File: config.mk
export PLATFORM = sky130hd
export DESIGN_NAME = l2_tlb_refill_ctrl
export DESIGN_NICKNAME = d
export VERILOG_FILES = /design/src/rtl/l2_tlb_refill_ctrl_pkg.sv /design/src/rtl/l2_tlb_refill_ctrl_plru4.sv /design/src/rtl/l2_tlb_refill_ctrl.sv
export SDC_FILE = /design/constraint.sdc
export NUM_CORES = 1
export LEC_CHECK = 0
export BUFFER_PORTS_ARGS = -buffer_cell sky130_fd_sc_hd__buf_2
export CAP_MARGIN = 20
export CORE_ASPECT_RATIO = 0.6
export CORE_MARGIN = 1
export CORE_UTILIZATION = 58
export DETAILED_ROUTE_END_ITERATION = 10
export MAX_ROUTING_LAYER = met4
export PLACE_DENSITY = 0.8
export SYNTH_ARGS = -nofsm -noshare
export SYNTH_HDL_FRONTEND = slang
export SYNTH_HIERARCHICAL = 1
export SYNTH_SLANG_ARGS = --single-unit
File: constraint.sdc
create_clock -name clk -period 3.6 [get_ports clk]
set_clock_uncertainty 0.05 [all_clocks]
set_input_delay 0.18 -clock clk [delete_from_list [all_inputs] [get_ports clk]]
set_output_delay 0.18 -clock clk [all_outputs]
set_load 0.02 [all_outputs]
File: src/rtl/l2_tlb_refill_ctrl_pkg.sv
// Shared definitions for the L2 TLB refill controller: state encoding,
// geometry constants and the 4-way tree pseudo-LRU helpers.
package l2_tlb_refill_ctrl_pkg;

  localparam int NSETS = 64;
  localparam int NWAYS = 4;
  localparam int IDXW  = $clog2(NSETS);
  localparam int WAYW  = $clog2(NWAYS);
  localparam int VPNW  = 28;

  typedef enum logic [2:0] {
    ST_IDLE,
    ST_LOOKUP,
    ST_PTW_REQ,
    ST_PTW_WAIT,
    ST_REFILL,
    ST_RESP
  } state_t;

  // bit 0 = b0 (half select), bit 1 = b1 (ways 0/1), bit 2 = b2 (ways 2/3)
  typedef logic [2:0] plru_t;

  function automatic logic [WAYW-1:0] plru_victim(plru_t p);
    if (!p[0]) return {1'b0, p[1]};
    return {1'b1, p[2]};
  endfunction

  // Point every bit on the path to 'way' away from it.
  function automatic plru_t plru_touch(plru_t p, logic [WAYW-1:0] way);
    plru_t n;
    n    = p;
    n[0] = ~way[1];
    if (!way[1]) n[1] = ~way[0];
    else         n[2] = ~way[0];
    return n;
  endfunction

  function automatic logic [WAYW-1:0] first_way(logic [NWAYS-1:0] hits);
    logic [WAYW-1:0] w;
    w = '0;
    for (int i = NWAYS - 1; i >= 0; i--) begin
      if (hits[i]) w = WAYW'(i);
    end
    return w;
  endfunction

endpackage

File: src/rtl/l2_tlb_refill_ctrl_plru4.sv
// Per-set tree pseudo-LRU state for the 4-way L2 TLB, with a one-cycle
// clear of every set and a combinational victim query.
module tlb_plru4
  import l2_tlb_refill_ctrl_pkg::*;
(
  input  logic            clk,
  input  logic            reset,
  input  logic            clear,
  input  logic            touch,
  input  logic [IDXW-1:0] touch_idx,
  input  logic [WAYW-1:0] touch_way,
  input  logic [IDXW-1:0] query_idx,
  output logic [WAYW-1:0] victim
);

  plru_t bits_reg [NSETS];

  // Held in flops rather than RAM so that a flush can wipe every set at once.
  always_ff @(posedge clk) begin
    for (int i = 0; i < NSETS; i++) begin
      if (reset || clear) begin
        bits_reg[i] <= '0;
      end else if (touch && touch_idx == IDXW'(i)) begin
        bits_reg[i] <= plru_touch(bits_reg[i], touch_way);
      end
    end
  end

  assign victim = plru_victim(bits_reg[query_idx]);

endmodule

File: src/rtl/l2_tlb_refill_ctrl.sv
// L2 TLB miss sequencer: one lookup per request, page-table walk on miss,
// PLRU victim refill, and a single-cycle response back to the L1 TLB.
module l2_tlb_refill_ctrl
  import l2_tlb_refill_ctrl_pkg::*;
#(
  parameter int PPNW = 20
) (
  input  logic            clk,
  input  logic            reset,
  input  logic            req_valid,
  output logic            req_ready,
  input  logic [VPNW-1:0] req_vpn,
  input  logic            req_store,
  output logic            lk_valid,
  output logic [VPNW-1:0] lk_vpn,
  output logic            lk_store,
  input  logic [4:0]      lk_hits,
  input  logic            lk_miss,
  output logic            ptw_req_valid,
  input  logic            ptw_req_ready,
  output logic [VPNW-1:0] ptw_req_vpn,
  input  logic            ptw_resp_valid,
  input  logic            ptw_resp_err,
  input  logic [PPNW-1:0] ptw_resp_ppn,
  output logic            rf_we,
  output logic [IDXW-1:0] rf_idx,
  output logic [WAYW-1:0] rf_way,
  output logic [PPNW-1:0] rf_ppn,
  output logic            resp_valid,
  output logic            resp_hit,
  output logic [WAYW-1:0] resp_way,
  output logic            resp_err,
  input  logic            flush
);

  state_t          state;
  logic [VPNW-1:0] vpn_reg;
  logic            store_reg;
  logic [PPNW-1:0] ppn_reg;
  logic            req_ready_reg, lk_valid_reg, ptw_req_valid_reg;
  logic            rf_we_reg, resp_valid_reg, resp_hit_reg, resp_err_reg;
  logic [WAYW-1:0] rf_way_reg, resp_way_reg;

  logic            lookup_hit;
  logic            touch;
  logic [WAYW-1:0] touch_way;
  logic [WAYW-1:0] victim;

  assign lookup_hit = !lk_hits[4] && (|lk_hits[3:0]);
  assign touch      = !flush && ((state == ST_LOOKUP && lookup_hit) || state == ST_REFILL);
  assign touch_way  = (state == ST_REFILL) ? rf_way_reg : first_way(lk_hits[3:0]);

  tlb_plru4 u_plru (
    .clk       (clk),
    .reset     (reset),
    .clear     (flush),
    .touch     (touch),
    .touch_idx (vpn_reg[IDXW-1:0]),
    .touch_way (touch_way),
    .query_idx (vpn_reg[IDXW-1:0]),
    .victim    (victim)
  );

  always_ff @(posedge clk) begin
    if (reset) begin
      state             <= ST_IDLE;
      vpn_reg           <= '0;
      store_reg         <= 1'b0;
      ppn_reg           <= '0;
      req_ready_reg     <= 1'b1;
      lk_valid_reg      <= 1'b0;
      ptw_req_valid_reg <= 1'b0;
      rf_we_reg         <= 1'b0;
      rf_way_reg        <= '0;
      resp_valid_reg    <= 1'b0;
      resp_hit_reg      <= 1'b0;
      resp_way_reg      <= '0;
      resp_err_reg      <= 1'b0;
    end else if (flush) begin
      state             <= ST_IDLE;
      req_ready_reg     <= 1'b1;
      lk_valid_reg      <= 1'b0;
      ptw_req_valid_reg <= 1'b0;
      rf_we_reg         <= 1'b0;
      resp_valid_reg    <= 1'b0;
    end else begin
      lk_valid_reg   <= 1'b0;
      rf_we_reg      <= 1'b0;
      resp_valid_reg <= 1'b0;
      unique case (state)
        ST_IDLE: begin
          if (req_valid) begin
            vpn_reg       <= req_vpn;
            store_reg     <= req_store;
            req_ready_reg <= 1'b0;
            lk_valid_reg  <= 1'b1;
            state         <= ST_LOOKUP;
          end
        end
        ST_LOOKUP: begin
          if (lk_miss && !lk_hits[4] && !lookup_hit) begin
            ptw_req_valid_reg <= 1'b1;
            state             <= ST_PTW_REQ;
          end else begin
            // Bypass, way hit, or a permission reject that needs no walk.
            resp_valid_reg <= 1'b1;
            resp_hit_reg   <= lk_hits[4] || lookup_hit;
            resp_way_reg   <= lookup_hit ? first_way(lk_hits[3:0]) : '0;
            resp_err_reg   <= 1'b0;
            state          <= ST_RESP;
          end
        end
        ST_PTW_REQ: begin
          if (ptw_req_ready) begin
            ptw_req_valid_reg <= 1'b0;
            state             <= ST_PTW_WAIT;
          end
        end
        ST_PTW_WAIT: begin
          if (ptw_resp_valid) begin
            if (ptw_resp_err) begin
              resp_valid_reg <= 1'b1;
              resp_hit_reg   <= 1'b0;
              resp_way_reg   <= '0;
              resp_err_reg   <= 1'b1;
              state          <= ST_RESP;
            end else begin
              ppn_reg    <= ptw_resp_ppn;
              rf_way_reg <= victim;
              rf_we_reg  <= 1'b1;
              state      <= ST_REFILL;
            end
          end
        end
        ST_REFILL: begin
          resp_valid_reg <= 1'b1;
          resp_hit_reg   <= 1'b0;
          resp_way_reg   <= rf_way_reg;
          resp_err_reg   <= 1'b0;
          state          <= ST_RESP;
        end
        ST_RESP: begin
          req_ready_reg <= 1'b1;
          state         <= ST_IDLE;
        end
        default: state <= ST_IDLE;
      endcase
    end
  end

  // Strobes are masked by flush so an abort is visible in the same cycle.
  assign req_ready     = req_ready_reg;
  assign lk_valid      = lk_valid_reg && !flush;
  assign lk_vpn        = vpn_reg;
  assign lk_store      = store_reg;
  assign ptw_req_valid = ptw_req_valid_reg && !flush;
  assign ptw_req_vpn   = vpn_reg;
  assign rf_we         = rf_we_reg && !flush;
  assign rf_idx        = vpn_reg[IDXW-1:0];
  assign rf_way        = rf_way_reg;
  assign rf_ppn        = ppn_reg;
  assign resp_valid    = resp_valid_reg && !flush;
  assign resp_hit      = resp_hit_reg;
  assign resp_way      = resp_way_reg;
  assign resp_err      = resp_err_reg;

endmodule

# Word level (Yosys, flattened, before mapping)
# Memory sizes are Yosys's and may differ from the RTL's. A register that Yosys moved wholly into a read port is not among the register bits.
# Cells that the tools add are included.
# classes
bitwise,199
eq_ne,202
reduce_logical,222
mux,808
# op_table
op,n
1-bit two-way mux,785
3-bit inequality test (second input constant),128
2-bit AND reduction,129
6-bit == test (second input constant),32
1-bit OR,192
6-bit by 5-bit == test with 1-bit output (second input constant),16
1-bit logical AND,73
6-bit by 4-bit == test with 1-bit output (second input constant),8
6-bit by 3-bit == test with 1-bit output (second input constant),4
2-bit two-way mux,10
3-bit case mux with 5 select lines,1
6-bit by 2-bit == test with 1-bit output (second input constant),2
3-bit two-way mux,4
6-bit two-way mux,2
2-bit inequality test (second input constant),5
1-bit case mux with 3 select lines,3
3-bit AND reduction,3
4-bit OR reduction,2
1-bit inverter,7
3-bit by 2-bit == test with 1-bit output (second input constant),2
3-bit == test (second input constant),2
6-bit by 1-bit == test with 1-bit output (second input constant),1
6-bit zero test,1
2-bit case mux with 3 select lines,1
other kinds (12),18
# totals
mem_bits_rw,192
word_cells,1445
n_memories,1
ff_bits,63
# mem_list
name,words,width,read_ports,rd_ports_with_merged_regs,wr,line_no,text
u_plru.bits_reg,64,3,1,1,64,l2_tlb_refill_ctrl_plru4.sv:16,plru_t bits_reg [NSETS];

# Longest topological paths before layout
# Gate-level depths: netlist of run 1.
# depth
word_depth,11
mapped_depth,10
ltp_nobuf,9

# By module
# The synthesis of run 1 kept the hierarchy.
# modules_own_cells
mod,area_each_um2,n_inst,cells_each
tlb_plru4,9763.1,1,857
l2_tlb_refill_ctrl,2738.9,1,348

# Worst setup path before layout of run 1
# OpenSTA, ideal clock, no wires.
# synth_path
path_kind,reg-to-reg
startpoint,reg lk_vpn[1] (netlist name)
endpoint,reg rf_way_reg[0] (netlist: rf_way[0])
path_buffers,2
setup_ns,0.132
arrival_time_ns,2.678
slack_ns,0.740
path_stages_with_launch,10
path_cell_list,dfxtp_1 > clkbuf_1 > buf_1 > mux4_2 > mux4_2 > a22oi_1 > o21ai_1 > mux2_4 > nand2_1 > a21oi_1
# synth_rtl
item,line_no,text
end signal: assignment,l2_tlb_refill_ctrl.sv:129,rf_way_reg <= victim;
end: declaration,l2_tlb_refill_ctrl.sv:42,"logic [WAYW-1:0] rf_way_reg, resp_way_reg;"

==> summary.md, run 1 <==
| Metric | Value |
|---|---|
| Area growth syn-to-layout | `16.2%` |
| Share of flip-flops with an asynchronous set or reset after synthesis | `0%` |
| Data arrival time at the worst-slack endpoint | `3320 ps` |
| Category of the critical setup timing path | `reg -> reg` |
| Critical path, cell by cell | `buf_12, mux4_2, mux4_2, a22oi_1, o21ai_1, mux2_4, nand2_1, a21oi_1` |
| Final Instance Count excl. Fillers | `1610` |
| Cell type with the highest occurrence count on the critical path | `sky130_fd_sc_hd__mux4_2` |
| Layout net count | `between 1000 and 1500` |
| TritonRoute pass-1 iters | `6` |
| CTS Root Buffer Type | `sky130_fd_sc_hd__clkbuf_16` |
| Number of failing setup endpoints in the final timing report | `0` |
| Peak fanout along the critical path | `38` |
| Post-synth cell types | `50` |
| # IOs | `156` |
| Slowest cell on the critical path | `sky130_fd_sc_hd__dfxtp_4` |
| Most frequently used cell type in the post-synthesis netlist | `sky130_fd_sc_hd__edfxtp_1` |
| Min cycle time layout | `2970 ps` |
| Terminus of the critical flop-to-flop path | `rf_way[0]$_SDFFE_PP0P_` |
| Clock network latency to the later pin of the worst-skew pair | `520 ps` |
| Post-layout power | `6.48 mW` |
| Number of warnings reported in the yosys synthesis log | `6` |
| Register-to-register setup slack | `630 ps` |
| Area taken by multi-input logic gates | `approximately 4700 um2` |
| First-pass GRT wire length | `53.8 mm` |
| FF-to-FF path depth | `8` |
| FF+latch count, synth | `255` |
| Number of clock buffers inserted by TritonCTS | `23` |
| Max-cap viol count | `0` |
| Instance count along the most critical hold path | `4` |
| Peak Freq | `between 0.3 and 0.4 GHz` |
| Cell types occupying the most area after synthesis | `sky130_fd_sc_hd__edfxtp_1, sky130_fd_sc_hd__dfxtp_1, sky130_fd_sc_hd__mux4_2, sky130_fd_sc_hd__o21ai_0, sky130_fd_sc_hd__nand2_1` |
| Required time of the worst setup path | `approximately 4000 ps` |
| Total power density per cell area | `446 nW/um2` |
| Seq/Total Area, Yosys | `56.2%` |
| Delay of the slowest cell on the worst path | `630 ps` |
| Flip-flop count of the largest register after layout | `between 150 and 200` |
| Initial Utilization | `between 50% and 60%` |
| Count of mapped cells out of synthesis | `1205` |
| Layout cells sized above 1 | `23.2%` |
| Cell area after technology mapping | `around 13000 um2` |
| Reg2reg start | `lk_vpn[0]$_SDFFE_PP0P_` |
| Total vias in the final route | `approximately 10000` |
| Storage cell area | `approximately 7000 um2` |
| Kind of cell adding the most delay to the critical path | `multiplexers` |
| Height of the chip | `~120 um` |
| Hold path endpoint | `resp_way[1]$_SDFFE_PP0P_` |
| Number of DRC violations after detailed routing | `0` |
| Tcrit/Tclk final | `82.6%` |
| Final count of hold timing violations | `0` |
| Full die area | `22200 um2` |
| Tightest Hold Check Type | `in -> reg` |
| VDD IR max | `0.310 mV` |
| Kind of start point of the critical path | `flip-flop` |
| Cell count after placement | `1517` |
| RSZ-0062 raised after global routing | `no` |
| Endpoint type of the worst setup path | `flip-flop` |
| Clock transition at the register clock pins on the worst setup and hold paths after CTS | `approximately 80 ps` |
| Final Max Slew Viols | `0` |
| FP Rows | `41` |
| Hold Startpoint | `lk_hits[4]` |
| Top cell types by occurrence after synthesis | `sky130_fd_sc_hd__edfxtp_1, sky130_fd_sc_hd__nand2_1, sky130_fd_sc_hd__o21ai_0, sky130_fd_sc_hd__nor2_1, sky130_fd_sc_hd__clkbuf_1` |
| Total global routing overflow | `0` |
| Total negative setup slack | `0 ps` |
| Post-DP HPWL | `between 20 and 25 mm` |
| Worst slew margin relative to its limit | `30.1%` |
| Vias in the first global route | `~9800` |
| Slew at the pin closest to its max-slew limit | `1050 ps` |
| Per-cell via count in the routed design | `6.31` |
| Maximum number of pins on one net before global-route repair | `99` |
| WL per Instance | `21.7 um` |
| Total global-route track usage | `33.1%` |
| Count of flip-flops with a built-in enable after synthesis | `192` |
| Bufs on Longest Clock Path | `3` |
| Starting DRC count in detailed routing | `1391` |
| Clock tree from TritonCTS | `done` |
| Commonest register cell after synthesis | `sky130_fd_sc_hd__edfxtp_1` |
| Number of port buffers | `between 150 and 200` |
| Average instance area after synthesis | `10.4 um2` |
| Dominant cell type by area after synthesis | `sky130_fd_sc_hd__edfxtp_1` |
| # fillers | `1440` |
| Result of the run | `complete, no violations` |
| Num Clock Sinks | `around 260` |
| Net Count, Synth | `1267` |
| Number of antenna violations at the first check in global routing | `1` |
| Die width | `between 150 and 200 um` |
| Maximum level of the CTS H-tree | `1` |
| Number of antenna-violating nets in the routed design | `0` |
| Final WL | `34.9 mm` |
| Area share of the largest cell type after synthesis | `46.1%` |
| Core Region | `21100 um2` |
| Leakage power of the design | `5.33 nW` |
| Final GP Congestion | `about 0.91` |
| Bufs and invs on worst path | `1` |
[repair_timing]
action,CTS,global route
hold buffers,51,0
setup buffers,0,0
gates resized for setup,0,0
endpoints found under the hold margin,51,0
endpoints found under the setup margin,0,0
[cell usage in the layout (no fill, tap or decap), drive strengths merged, types with 2 or more instances in the layout]
master	count
nand4	2
nand3	16
o21ai	175
clkinv	4
o22ai	4
a21oi	65
a211oi	4
bufinv	2
o221ai	2
mux4	54
nor4	3
buf	198
and3	2
nor3	67
dlygate4sd3	51
inv	13
dfxtp	63
nor2	150
or2	3
nor2b	14
nand2b	3
a311oi	2
edfxtp	192
nor3b	2
clkbuf	35
o21a	3
mux2i	4
or3b	2
nand2	179
a22oi	5
[stage by stage]
| stage | util (%) | worst slack (ps) | hold slack [ps] | area [um2] |
|---|---|---|---|---|
| finish | 68.9 | 626 | 37.8 | 14500 |
| global route | 68.9 | 454 | 54.0 | 14500 |
| CTS | 68.9 | 617 | 20.8 | 14500 |
| detailed placement | 62.8 | 662 | 377 | 13200 |
| global placement | 62.8 | 701 | 371 | 13200 |
| floorplan | - | 740 | 266 | 12500 |
[metal layers]
metal	track usage [%]	wire length (um)	up-vias
li1	-	-	4466
met1	45.3	13200	4853
met2	49.3	15900	743
met3	8.03	4860	101
met4	9.89	987	0
met5	-	0	-
[cell families (layout without fill, tap and decap cells)]
group | Yosys count | in the layout | share of synthesized area (%)
flops | 255 | 255 | 56.2
other cells | 0 | 1 | 0
buf+inv | 178 | 303 | 6.81
mux | 59 | 59 | 10.2
simple gates | 447 | 447 | 15.3
compound gates | 266 | 266 | 11.5
[cell type report]
cell class	count	share of cell area, %
Sequential cell	255	48.4
Inverter	13	0.336
Multi-Input combinational cell	772	32.2
Antenna cell	1	0.0172
Clock inverter	6	0.543
Clock buffer	35	4.76
Timing Repair Buffer	249	11.3
Tap cell	279	2.40
[power breakdown]
| group | total (mW) | switching (mW) | leakage (nW) | internal, mW |
|---|---|---|---|---|
| Sequential | 3.32 | 0.0653 | 2.65 | 3.26 |
| Combinational | 0.610 | 0.367 | 2.30 | 0.243 |
| Clock | 2.55 | 1.09 | 0.381 | 1.46 |
[worst register-to-register path, cell delays in order, from the launching register on]
cell and delay (ps):
sky130_fd_sc_hd__dfxtp_4 630, sky130_fd_sc_hd__buf_12 340, sky130_fd_sc_hd__mux4_2 560, sky130_fd_sc_hd__mux4_2 500, sky130_fd_sc_hd__a22oi_1 260, sky130_fd_sc_hd__o21ai_1 130
sky130_fd_sc_hd__mux2_4 280, sky130_fd_sc_hd__nand2_1 50, sky130_fd_sc_hd__a21oi_1 60
[worst max-delay path by stage]
stage / to / cells past startpoint / from
2_1_floorplan: rf_way[0]$_SDFFE_PP0P_ / 9 / lk_vpn[1]$_SDFFE_PP0P_
3_3_place_gp: rf_way[0]$_SDFFE_PP0P_ / 8 / lk_vpn[0]$_SDFFE_PP0P_
3_5_place_dp: rf_way[0]$_SDFFE_PP0P_ / 8 / lk_vpn[0]$_SDFFE_PP0P_
4_1_cts: rf_way[0]$_SDFFE_PP0P_ / 8 / lk_vpn[0]$_SDFFE_PP0P_
5_1_grt: rf_way[0]$_SDFFE_PP0P_ / 8 / lk_vpn[0]$_SDFFE_PP0P_
6_report: rf_way[0]$_SDFFE_PP0P_ / 8 / lk_vpn[0]$_SDFFE_PP0P_
Note: power is estimated with default switching activity, not from simulation.
==> run 2: changes to the inputs <==
--- a/config.mk
+++ b/config.mk
@@ -5,11 +5,12 @@
 export SDC_FILE = /design/constraint.sdc
 export NUM_CORES = 1
 export LEC_CHECK = 0
+export ABC_AREA = 1
 export BUFFER_PORTS_ARGS = -buffer_cell sky130_fd_sc_hd__buf_2
 export CAP_MARGIN = 20
 export CORE_ASPECT_RATIO = 0.6
 export CORE_MARGIN = 1
-export CORE_UTILIZATION = 58
+export CORE_UTILIZATION = 59
 export DETAILED_ROUTE_END_ITERATION = 10
 export MAX_ROUTING_LAYER = met4
 export PLACE_DENSITY = 0.8
==> constraint.sdc (replaced) <==
create_clock -name clk -period 2.8 [get_ports clk]
set_clock_uncertainty 0.05 [all_clocks]
set_input_delay 0.14 -clock clk [delete_from_list [all_inputs] [get_ports clk]]
set_output_delay 0.14 -clock clk [all_outputs]
set_load 0.02 [all_outputs]
==> run 2 against run 1 <==
Effect of this change: combinational power up 85%; synthesized cell count increased by 47%; non-clock buffer count decreased by 14; hold slack improved by 12 ps; die area grew 7.9%; synthesized area increased by 9.9%; sequential power up 29%; critical path type unchanged.
==> summary.md, run 2 <==
| Metric | Value |
|---|---|
| Data arrival time at the worst-slack endpoint | `2750 ps` |
| # IOs | `156` |
| Min cycle time layout | `2570 ps` |
| Die width | `199 um` |
| Area growth syn-to-layout | `13.9%` |
| Required time of the worst setup path | `between 2000 and 3000 ps` |
| Core Region | `22400 um2` |
| Total global routing overflow | `0` |
| Total global-route track usage | `32.2%` |
| Top cell types by occurrence after synthesis | `sky130_fd_sc_hd__nand2_1, sky130_fd_sc_hd__nor2_1, sky130_fd_sc_hd__edfxtp_1, sky130_fd_sc_hd__nand3_1, sky130_fd_sc_hd__o21ai_0` |
| Flip-flop count of the largest register after layout | `192` |
| Count of mapped cells out of synthesis | `1766` |
| Dominant cell type by area after synthesis | `sky130_fd_sc_hd__edfxtp_1` |
| Average instance area after synthesis | `7.78 um2` |
| Tightest Hold Check Type | `in -> reg` |
| Clock tree from TritonCTS | `done` |
| Layout net count | `roughly 1900` |
| Count of flip-flops with a built-in enable after synthesis | `192` |
| Total power density per cell area | `approximately 540 nW/um2` |
| Category of the critical setup timing path | `reg -> reg` |
| Final worst-path setup slack | `229 ps` |
| VDD IR max | `0.390 mV` |
| Final Max Slew Viols | `0` |
| Final count of hold timing violations | `0` |
| Commonest non-fill, non-tap cells in the layout | `sky130_fd_sc_hd__nand2_1, sky130_fd_sc_hd__nor2_1, sky130_fd_sc_hd__edfxtp_1, sky130_fd_sc_hd__nand3_1, sky130_fd_sc_hd__buf_2` |
| Number of warnings reported in the yosys synthesis log | `6` |
| Commonest register cell after synthesis | `sky130_fd_sc_hd__edfxtp_1` |
| Final GP Congestion | `about 0.93` |
| Post-synth cell types | `29` |
| # fillers | `1775` |
| Endpoint type of the worst setup path | `flip-flop` |
| Clock transition at the register clock pins on the worst setup and hold paths after CTS | `around 70 ps` |
| Area share of the largest cell type after synthesis | `42.0%` |
| Maximum number of pins on one net before global-route repair | `235` |
| Full die area | `~24000 um2` |
| Kind of start point of the critical path | `flip-flop` |
| Vias in the first global route | `11600` |
| Delay of the slowest cell on the worst path | `350 ps` |
| Starting DRC count in detailed routing | `1499` |
| Seq/Total Area, Yosys | `about half` |
| Slew at the pin closest to its max-slew limit | `984 ps` |
| Total inserted antenna cells | `0` |
| Register-to-register setup slack | `230 ps` |
| Number of antenna-violating nets in the routed design | `0` |
| FF-to-FF path depth | `15` |
| Total negative setup slack | `0 ps` |
| Share of flip-flops with an asynchronous set or reset after synthesis | `0%` |
| Num Clock Sinks | `~260` |
| Area taken by multi-input logic gates | `about 5300 um2` |
| RSZ-0062 raised after global routing | `no` |
| Post-CTS sizing | `0` |
| Net Count, Synth | `1828` |
| Total vias in the final route | `between 10000 and 15000` |
| Critical path, cell by cell | `inv_1, nand3_1, inv_1, nand3_1, a21oi_1, inv_2, nor3_4, inv_2, nor2_1, inv_1, nor2_1, inv_1, nor2_2, inv_2, nand2_1` |
| Instance count along the most critical hold path | `4` |
| Most frequently used cell type in the post-synthesis netlist | `sky130_fd_sc_hd__nand2_1` |
| Peak Freq | `slightly below 0.4 GHz` |
| CTS Root Buffer Type | `sky130_fd_sc_hd__clkbuf_16` |
| Cell types occupying the most area after synthesis | `sky130_fd_sc_hd__edfxtp_1, sky130_fd_sc_hd__nand2_1, sky130_fd_sc_hd__dfxtp_1, sky130_fd_sc_hd__nor2_1, sky130_fd_sc_hd__nand3_1` |
| Result of the run | `complete, no violations` |
| Bufs on Longest Clock Path | `3` |
| Number of clock buffers inserted by TritonCTS | `24` |
| Commonest non-fill, non-tap cell in the layout | `sky130_fd_sc_hd__nand2_1` |
| FF+latch count, synth | `255` |
| Number of port buffers | `155` |
| Height of the chip | `120 um` |
| Clock network latency to the later pin of the worst-skew pair | `510 ps` |
| Peak fanout along the critical path | `18` |
| Slowest cell on the critical path | `sky130_fd_sc_hd__dfxtp_1` |
| Worst slew margin relative to its limit | `34.3%` |
| First-pass GRT wire length | `58.9 mm` |
| Max-cap viol count | `0` |
| Cell area after technology mapping | `approximately 14000 um2` |
| TritonRoute pass-1 iters | `6` |
| Number of buffers inserted to repair setup after CTS | `0` |
| Layout cells sized above 1 | `15.5%` |
| Number of failing setup endpoints in the final timing report | `0` |
| WL per Instance | `17.1 um` |
| Post-DP HPWL | `23.7 mm` |
| Per-cell via count in the routed design | `about 5.7` |
| Number of antenna violations at the first check in global routing | `0` |
| Pre-CTS setup slack | `338 ps` |
| Leakage power of the design | `6.34 nW` |
| Tcrit/Tclk final | `between 90% and 100%` |
| Number of DRC violations after detailed routing | `0` |
| Cell type with the highest occurrence count on the critical path | `sky130_fd_sc_hd__inv_1` |
| Final WL | `roughly 38 mm` |
| Initial Utilization | `61.2%` |
| Storage cell area | `about 7000 um2` |
| FP Rows | `42` |
| Maximum level of the CTS H-tree | `1` |
-- run 2: cell count changes after synthesis, sizes merged, moves of 14 or more --
cell | before | now
mux4 | 54 | 0
clkbuf | 103 | 69
inv | 13 | 160
nor2 | 150 | 324
nor3 | 67 | 92
nand2 | 179 | 421
a21oi | 65 | 8
buf | 62 | 93
nand3 | 16 | 169
nor2b | 14 | 0
o21ai | 175 | 149
-- run 2: worst max-delay path, delay by kind of cell (launching register included) --
family,cells,cell delay [ps]
AOI/OAI and AO/OA,1,170
buffers and inverters,7,810
DFF,1,350
and+or+nand+nor,7,890
-- run 2: area by class of cell --
cell class	count	area share [%]
Inverter	160	3.84
Timing Repair Buffer	235	10.4
Clock inverter	8	0.224
Sequential cell	255	45.0
Multi-Input combinational cell	1189	33.7
Clock buffer	36	4.33
Tap cell	308	2.46
-- run 2: timing repair --
action / 4_1_cts / 5_1_grt
hold buffers: 53 / 0
endpoints found under the setup margin: 0 / 0
endpoints found under the hold margin: 56 / 0
-- run 2: logic make-up after synthesis --
kind of cell | synth area share [%]
AND/OR/NAND/NOR | 32.4
flip-flops | 51.2
AO/OA/AOI/OAI | 5.89
buffers and inverters | 10.6
-- run 2: path summary, 6_finish.rpt --
| path | startpoint | endpoint |
|---|---|---|
| worst max-delay path | state[2]$_SDFFE_PP0P_ | u_plru/bits_reg[21][1]$_DFFE_PP_ |
| worst min-delay path | lk_miss | resp_valid_reg$_SDFF_PP0_ |
| worst max register to register | state[2]$_SDFFE_PP0P_ | u_plru/bits_reg[21][1]$_DFFE_PP_ |
| worst min register to register | ptw_req_valid_reg$_SDFFE_PP0P_ | ptw_req_valid_reg$_SDFFE_PP0P_ |
-- run 2: metal layers --
layer	track usage, %	part of all wire (%)	vias up
li1	-	-	5906
met1	45.5	42	5802
met2	47.7	45	706
met3	6.00	11	81
met4	8.75	2.2	0
met5	-	0	-
-- run 2: metrics by stage --
stage          hold slack (ps)  instance area, um2  std cells  util, %  power (mW)
2_1_floorplan              162               13700       1766        -        5.08
3_3_place_gp               313               14400       2094     64.2        5.37
3_5_place_dp               318               14400       2094     64.2        5.40
4_1_cts                   13.5               15600       2191     69.7        8.45
5_1_grt                   46.2               15600       2191     69.7        8.74
6_report                  50.2               15600       2191     69.7        8.45
-- run 2: report_power, final --
group	internal, mW	switching [mW]
combinational	0.353	0.781
sequential	4.20	0.0808
clock	1.67	1.37
